<file path="src/rtl/led_pattern_ctrl_pkg.sv">
// led_pattern_pkg: shared key codes, mode encoding and speed limit for the
// LED pattern controller. Optional build macro used by the top: SPEED_WRAP_EN.
package led_pattern_pkg;

   // Scanner event codes; anything else on key_value is ignored
   localparam logic [3:0] KEY_S1   = 4'b0001;
   localparam logic [3:0] KEY_S2   = 4'b0010;
   localparam logic [3:0] KEY_S3   = 4'b0100;
   localparam logic [3:0] KEY_S4   = 4'b1000;
   localparam logic [3:0] KEY_NONE = 4'b1111;

   // Animation modes, S1 walks through them in encoding order
   typedef enum logic [1:0] {
      RUN_L  = 2'd0,
      RUN_R  = 2'd1,
      BOUNCE = 2'd2,
      BLINK  = 2'd3
   } mode_t;

   localparam logic [1:0] SPEED_MAX = 2'd3;

   // Next mode in the S1 cycle; BLINK wraps back to RUN_L
   function automatic mode_t next_mode(input mode_t m);
      return mode_t'(m + 2'd1);
   endfunction

endpackage

</file>
<file path="src/rtl/led_pattern_ctrl_if.sv">
// led_pattern_ctrl_if: key event input and LED drive output of the pattern
// controller. The master side (scanner/bench) drives key_value.
interface led_pattern_ctrl_if;
   logic [3:0] key_value;
   logic [7:0] led;

   modport master (output key_value, input led);
   modport slave  (input key_value, output led);
endinterface

</file>
<file path="src/rtl/led_pattern_ctrl_step_timer.sv">
// led_step_timer: free-running tick counter that issues a one-clock step
// pulse every 'period' enabled clocks. A clear restarts the count at 0 and
// suppresses any step due in that clock.
module led_step_timer #(
   parameter int CNT_W = 23
) (
   input  logic             clk,
   input  logic             rst,
   input  logic [CNT_W-1:0] period,
   input  logic             enable,
   input  logic             clear,
   output logic             step
);

   logic [CNT_W-1:0] cnt_reg;
   logic             at_end;

   // '>=' keeps the counter bounded even if the period shrinks mid-count
   assign at_end = (cnt_reg >= (period - CNT_W'(1)));
   assign step   = enable & ~clear & at_end;

   // Count 0..period-1 while enabled, wrap on the last value, restart on clear
   always_ff @(posedge clk or negedge rst) begin
      if (!rst) begin
         cnt_reg <= '0;
      end else if (clear) begin
         cnt_reg <= '0;
      end else if (enable) begin
         if (at_end)
            cnt_reg <= '0;
         else
            cnt_reg <= cnt_reg + CNT_W'(1);
      end
   end

endmodule

</file>
<file path="src/rtl/led_pattern_ctrl.sv">
// led_pattern_ctrl: turns scanner key events into an animated pattern on 8
// active-low LEDs. S1 cycles mode, S2/S3 change speed, S4 toggles pause.
// Optional macro SPEED_WRAP_EN: speed wraps 3->0 / 0->3 instead of saturating.
module led_pattern_ctrl
   import led_pattern_pkg::*;
#(
   parameter int STEP_BASE = 5_000_000,
   parameter int CNT_W     = 23
) (
   input  logic               clk,
   input  logic               rst,
   led_pattern_ctrl_if.slave  bus
);

   localparam logic [CNT_W-1:0] BASE = CNT_W'(STEP_BASE);

   mode_t       mode_reg;
   logic [1:0]  speed_reg;
   logic        paused_reg;
   logic [2:0]  pos_reg;
   logic        dir_down_reg;
   logic        phase_reg;
   logic [7:0]  led_reg;

   logic        key_s1, key_s2, key_s3, key_s4, key_hit;
   logic [1:0]  speed_up_next, speed_dn_next;
   logic [CNT_W-1:0] period;
   logic        step_raw, step_apply;
   logic [7:0]  run_led;
   logic [7:0]  led_next;

   assign key_s1  = (bus.key_value == KEY_S1);
   assign key_s2  = (bus.key_value == KEY_S2);
   assign key_s3  = (bus.key_value == KEY_S3);
   assign key_s4  = (bus.key_value == KEY_S4);
   assign key_hit = key_s1 | key_s2 | key_s3 | key_s4;

`ifdef SPEED_WRAP_EN
   assign speed_up_next = speed_reg + 2'd1;
   assign speed_dn_next = speed_reg - 2'd1;
`else
   assign speed_up_next = (speed_reg == SPEED_MAX) ? speed_reg : speed_reg + 2'd1;
   assign speed_dn_next = (speed_reg == 2'd0)      ? speed_reg : speed_reg - 2'd1;
`endif

   assign period = BASE >> speed_reg;

   led_step_timer #(
      .CNT_W (CNT_W)
   ) u_timer (
      .clk    (clk),
      .rst    (rst),
      .period (period),
      .enable (~paused_reg),
      .clear  (key_s1 | key_s2 | key_s3),
      .step   (step_raw)
   );

   // A key event in the same clock as a step wins; the step is dropped
   assign step_apply = step_raw & ~key_hit;

   // Control state: mode, speed and pause flag driven by key events
   always_ff @(posedge clk or negedge rst) begin
      if (!rst) begin
         mode_reg   <= RUN_L;
         speed_reg  <= 2'd0;
         paused_reg <= 1'b0;
      end else begin
         if (key_s1) mode_reg   <= next_mode(mode_reg);
         if (key_s2) speed_reg  <= speed_up_next;
         if (key_s3) speed_reg  <= speed_dn_next;
         if (key_s4) paused_reg <= ~paused_reg;
      end
   end

   // Pattern state: S1 restarts the animation, steps advance it per mode
   always_ff @(posedge clk or negedge rst) begin
      if (!rst) begin
         pos_reg      <= 3'd0;
         dir_down_reg <= 1'b0;
         phase_reg    <= 1'b0;
      end else if (key_s1) begin
         pos_reg      <= 3'd0;
         dir_down_reg <= 1'b0;
         phase_reg    <= 1'b0;
      end else if (step_apply) begin
         unique case (mode_reg)
            RUN_L:  pos_reg <= pos_reg + 3'd1;
            RUN_R:  pos_reg <= pos_reg - 3'd1;
            BOUNCE: begin
               // Turn around on arrival at an end so each end is shown once
               if (dir_down_reg) begin
                  pos_reg <= pos_reg - 3'd1;
                  if (pos_reg == 3'd1) dir_down_reg <= 1'b0;
               end else begin
                  pos_reg <= pos_reg + 3'd1;
                  if (pos_reg == 3'd6) dir_down_reg <= 1'b1;
               end
            end
            BLINK:  phase_reg <= ~phase_reg;
            default: ;
         endcase
      end
   end

   // One-cold decode of the current position for the running modes
   generate
      for (genvar gi = 0; gi < 8; gi++) begin : g_run_led
         assign run_led[gi] = (pos_reg != 3'(gi));
      end
   endgenerate

   assign led_next = (mode_reg == BLINK) ? {8{~phase_reg}} : run_led;

   // Registered LED drive, one clock behind the pattern state
   always_ff @(posedge clk or negedge rst) begin
      if (!rst)
         led_reg <= 8'hFF;
      else
         led_reg <= led_next;
   end

   assign bus.led = led_reg;

endmodule

</file>
<file path="src/flat_wrapper.sv">
// flat-port wrapper written by rule: the top's interface ports become plain ports
module led_pattern_ctrl_flat import led_pattern_pkg::*;
#(
   parameter int STEP_BASE = 5_000_000,
   parameter int CNT_W     = 23
)
  (clk, rst, bus_key_value, bus_led);
  led_pattern_ctrl_if bus_i ();
  input  logic clk;
  input  logic rst;
  input wire logic [$bits(bus_i.key_value)-1:0] bus_key_value;
  output wire logic [$bits(bus_i.led)-1:0] bus_led;
  assign bus_i.key_value = bus_key_value;
  assign bus_led = bus_i.led;
  led_pattern_ctrl #(.STEP_BASE(STEP_BASE), .CNT_W(CNT_W)) u_core (.clk(clk), .rst(rst), .bus(bus_i));
endmodule
</file>
<file path="config.mk">
export PLATFORM = sky130hd
export DESIGN_NAME = led_pattern_ctrl_flat
export DESIGN_NICKNAME = d
export VERILOG_FILES = /design/src/rtl/led_pattern_ctrl_pkg.sv /design/src/rtl/led_pattern_ctrl_if.sv /design/src/rtl/led_pattern_ctrl_step_timer.sv /design/src/rtl/led_pattern_ctrl.sv /design/src/flat_wrapper.sv
export SDC_FILE = /design/constraint.sdc
export NUM_CORES = 1
export LEC_CHECK = 0
export ABC_CLOCK_PERIOD_IN_PS = 4600
export CAP_MARGIN = 20
export CORE_ASPECT_RATIO = 1.2
export CORE_MARGIN = 5
export CORE_UTILIZATION = 40
export CTS_CLUSTER_DIAMETER = 120
export DETAILED_ROUTE_END_ITERATION = 10
export PLACE_DENSITY = 0.63
export SLEW_MARGIN = 5
export SYNTH_ARGS = -nofsm -noshare
export SYNTH_HDL_FRONTEND = slang
export SYNTH_HIERARCHICAL = 1
export SYNTH_SLANG_ARGS = --single-unit
</file>
<file path="constraint.sdc">
create_clock -name clk -period 4.6 [get_ports clk]
set_clock_uncertainty 0.2 [all_clocks]
set_input_delay 0.46 -clock clk [delete_from_list [all_inputs] [get_ports clk]]
set_output_delay 0.46 -clock clk [all_outputs]
set_load 0.02 [all_outputs]
</file>
==> results.py, run 1 <==
metrics = {
    "layout": {
        "largest_register_ffs": 23,
        "drive_above_1_share": 0.116,
        "fin_area_mm2": 0.00398,
        "syn_to_final_growth_pct": 14.6,
        "nets": 460,
        "diodes": 0,
        "instances_no_fill": 530,
    },
    "synthesis": {
        "synth_ff_type": "dfrtp_1",
        "synth.largest_area_cell": "dfrtp_1",
        "synthCells": 385,
        "synth_common_cells": "ha_1, dfrtp_1, nor2_1",
        "syn_area_mm2": 0.00347,
        "ys_ff_latch": 41,
        "synth_area_leaders": "dfrtp_1, ha_1, dfstp_2",
        "synth-async-reset-ratio": 1.00,
        "post-synth-top-area-fraction": 0.238,
        "synth_most_common_cell": "ha_1",
        "avgSynthCellArea_um2": 9.02,
        "synthDistinctLibCells": 59,
        "yosysSeqAreaShare": 0.298,
        "synth_edf_count": 0,
        "yosys_warnings": 6,
    },
    "timing": {
        "relSlewSlack": 0.534,
        "min_period_ps": 4270,
        "drv_slew": 0,
        "hold_viol_final": 0,
        "whs_ps": 339,
        "max_freq_mhz": 234,
        "post-route-period-util": 0.929,
        "setup_violations": 0,
        "tightest_slew_ps": 693,
    },
    "setup_path": {
        "crit_arrival_ps": 4290,
        "path_class": "reg -> reg",
        "path_buf_inv": 2,
        "worstPathRequired_ps": 4620,
        "setup.worst_path.end_class": "flip-flop",
        "crit_family": "simple AND/OR/NAND/NOR gates",
        "slowest_delay_ps": 380,
        "crit_fanout": 6,
        "critPathSlowestCell": "dfrtp_1",
        "critPathLaunchType": "flip-flop",
        "crit_chain": "inv_1 > ha_2 > nor4_1 > buf_4 > nand3_1 > nand2b_1 > nor4_1 > xnor2_1 > ha_1 > nand4_1 > nor2_1 > a22oi_4 > o211ai_4 > and2_2 > o21a_1 > o21a_1 > a21oi_1 > o2bb2ai_1",
    },
    "global_routing": {
        "overflow": 0,
        "grt.total_usage": 0.155,
        "grt_pass1_wl_mm": 13.4,
        "grt_max_degree": 42,
        "antenna_found_initial": 0,
        "first_global_vias": 2877,
    },
    "routing": {
        "dr.pass1.iters": 4,
        "first_iter_violations": 180,
        "via_per_inst": 5.46,
        "drt_wl_total_mm": 8.04,
        "wl_per_cell_um": 15.2,
        "vias": 2895,
        "drc": 0,
        "ant_nets": 0,
    },
    "placement": {
        "postPlaceCellArea_mm2": 0.00377,
        "dp.cells": 520,
        "gp_congestion": 0.849,
        "io_buffers": 13,
        "hpwlAfterDp_mm": 5.97,
    },
    "outcome": {
        "outcome": "finished, final reports clean",
    },
    "hold_path": {
        "worstHoldPathType": "reg -> reg",
    },
    "power": {
        "p_leak_nw": 1.79,
        "powerDensity_mw_per_mm2": 506,
        "vdd_drop_max_uv": 264,
    },
    "floorplanning": {
        "die_area_mm2": 0.0107,
        "core_mm2": 0.00852,
        "start_util": 0.408,
        "die-width_um": 95.1,
        "rows": 37,
        "die_h_um": 112,
        "io_pins": 14,
    },
    "clocking": {
        "clock_sinks": 41,
        "cts_tree": "done",
        "cts-root-buf": "clkbuf_8",
        "clk_path_buf_depth": 2,
        "cts.clk_slew.worst_paths_ps": 90,
        "htree_levels": 2,
        "cts_buffers": 5,
        "clk_latency_ps": 290,
    },
    "job": {
        "max_cap_violations": 0,
    },
}
-- layout by cell type (no fill, tap or decap), drive strengths merged, types with 10 or more instances in the layout --
cell,instances
conb,11
a21oi,20
nor3,16
nor3b,12
dfrtp,33
buf,10
a21o,17
inv,25
xnor2,20
nor4,10
o31ai,16
nand2,23
nor2,28
ha,42
clkdlybuf4s50,12
-- power by group --
group | switching (W) | internal [W]
clock | 0.000139 | 0.000163
sequential | 0.0000819 | 0.000446
combinational | 0.000699 | 0.000484
-- stage by stage --
| step | util | setup TNS [ps] | power [W] | worst slack (ps) |
|---|---|---|---|---|
| after global placement | 0.443 | 0 | 0.00163 | 233 |
| after CTS | 0.456 | 0 | 0.00198 | 20.5 |
| after floorplan | - | 0 | 0.00137 | 45.2 |
| after global routing | 0.467 | -190 | 0.00219 | -54.9 |
| after detailed placement | 0.443 | 0 | 0.00166 | 31.9 |
| final | 0.467 | 0 | 0.00201 | 329 |
-- final timing paths --
check / from / to / slack [ps] / depth (start not counted)
setup / recovery: u_core/speed_reg[1] / u_core/pos_reg[0] / 330 / 18
hold / removal: u_core/mode_reg[0] / u_core/mode_reg[0] / 340 / 1
setup reg to reg: u_core/speed_reg[1] / u_core/pos_reg[0] / 330 / 18
hold reg to reg: u_core/mode_reg[0] / u_core/mode_reg[0] / 340 / 1
max in group asynchronous: rst / u_core/bus.led[4] / 3140 / 3
min in group asynchronous: rst / u_core/u_timer/cnt_reg[0] / 490 / 2
-- final cells by class --
type	instances	area, µm²
Clock buffer	6	72.6
Clock inverter	2	38.8
Fill cell	860	4540
Inverter	25	93.8
Multi-Input combinational cell	316	2370
Sequential cell	41	1040
Tap cell	117	146
Timing Repair Buffer	23	226
-- per-layer routing --
layer / track usage / wire length [µm]
met4: 0.0327 / 75
met2: 0.289 / 4330
met1: 0.182 / 3380
met5: 0 / 0
met3: 0.0241 / 253
-- worst register-to-register path, delay by kind of cell (launching register included) --
family | cells | cell delay, ps
AOI/OAI and AO/OA | 6 | 1040
xor gates and xnor gates | 1 | 170
adders and majority gates | 2 | 610
buffers and inverters | 2 | 310
DFF | 1 | 380
and+or+nand+nor | 7 | 1480
-- cells by family (layout without fill, tap and decap cells) --
family          count (synthesis)  after routing  synth area share
flops                          41             41             0.298
mux                             3              3           0.00900
compound gates                 95             95             0.204
fa+ha+maj                      43             43             0.154
simple gates                  137            137             0.217
buf+inv                        38             56            0.0483
xor+xnor                       27             27            0.0681
other cells                     1             11           0.00108
-- what timing repair did --
| action | 4_1_cts | 5_1_grt |
|---|---|---|
| setup endpoints to repair | 1 | 27 |
| hold buffers | 0 | 1 |
| gates resized for setup | 1 | 12 |
| hold endpoints to repair | 0 | 14 |
| pin swaps | 0 | 4 |
| setup buffers | 0 | 0 |
Note: power is estimated with default switching activity, not from simulation.
==> inputs of run 2 (changes only) <==
--- a/config.mk
+++ b/config.mk
@@ -10,7 +10,6 @@
 export CORE_ASPECT_RATIO = 1.2
 export CORE_MARGIN = 5
 export CORE_UTILIZATION = 40
-export CTS_CLUSTER_DIAMETER = 120
 export DETAILED_ROUTE_END_ITERATION = 10
 export PLACE_DENSITY = 0.63
 export SLEW_MARGIN = 5
==> results of run 2 <==
The final DEF is identical to that of run 1; final timing and power are the same.
==> inputs of run 3 (changes only) <==
--- a/config.mk
+++ b/config.mk
@@ -11,6 +11,7 @@
 export CORE_MARGIN = 5
 export CORE_UTILIZATION = 40
 export DETAILED_ROUTE_END_ITERATION = 10
+export HOLD_SLACK_MARGIN = 0.15
 export PLACE_DENSITY = 0.63
 export SLEW_MARGIN = 5
 export SYNTH_ARGS = -nofsm -noshare
==> results of run 3 <==
The final DEF is identical to that of run 1; final timing and power are the same.
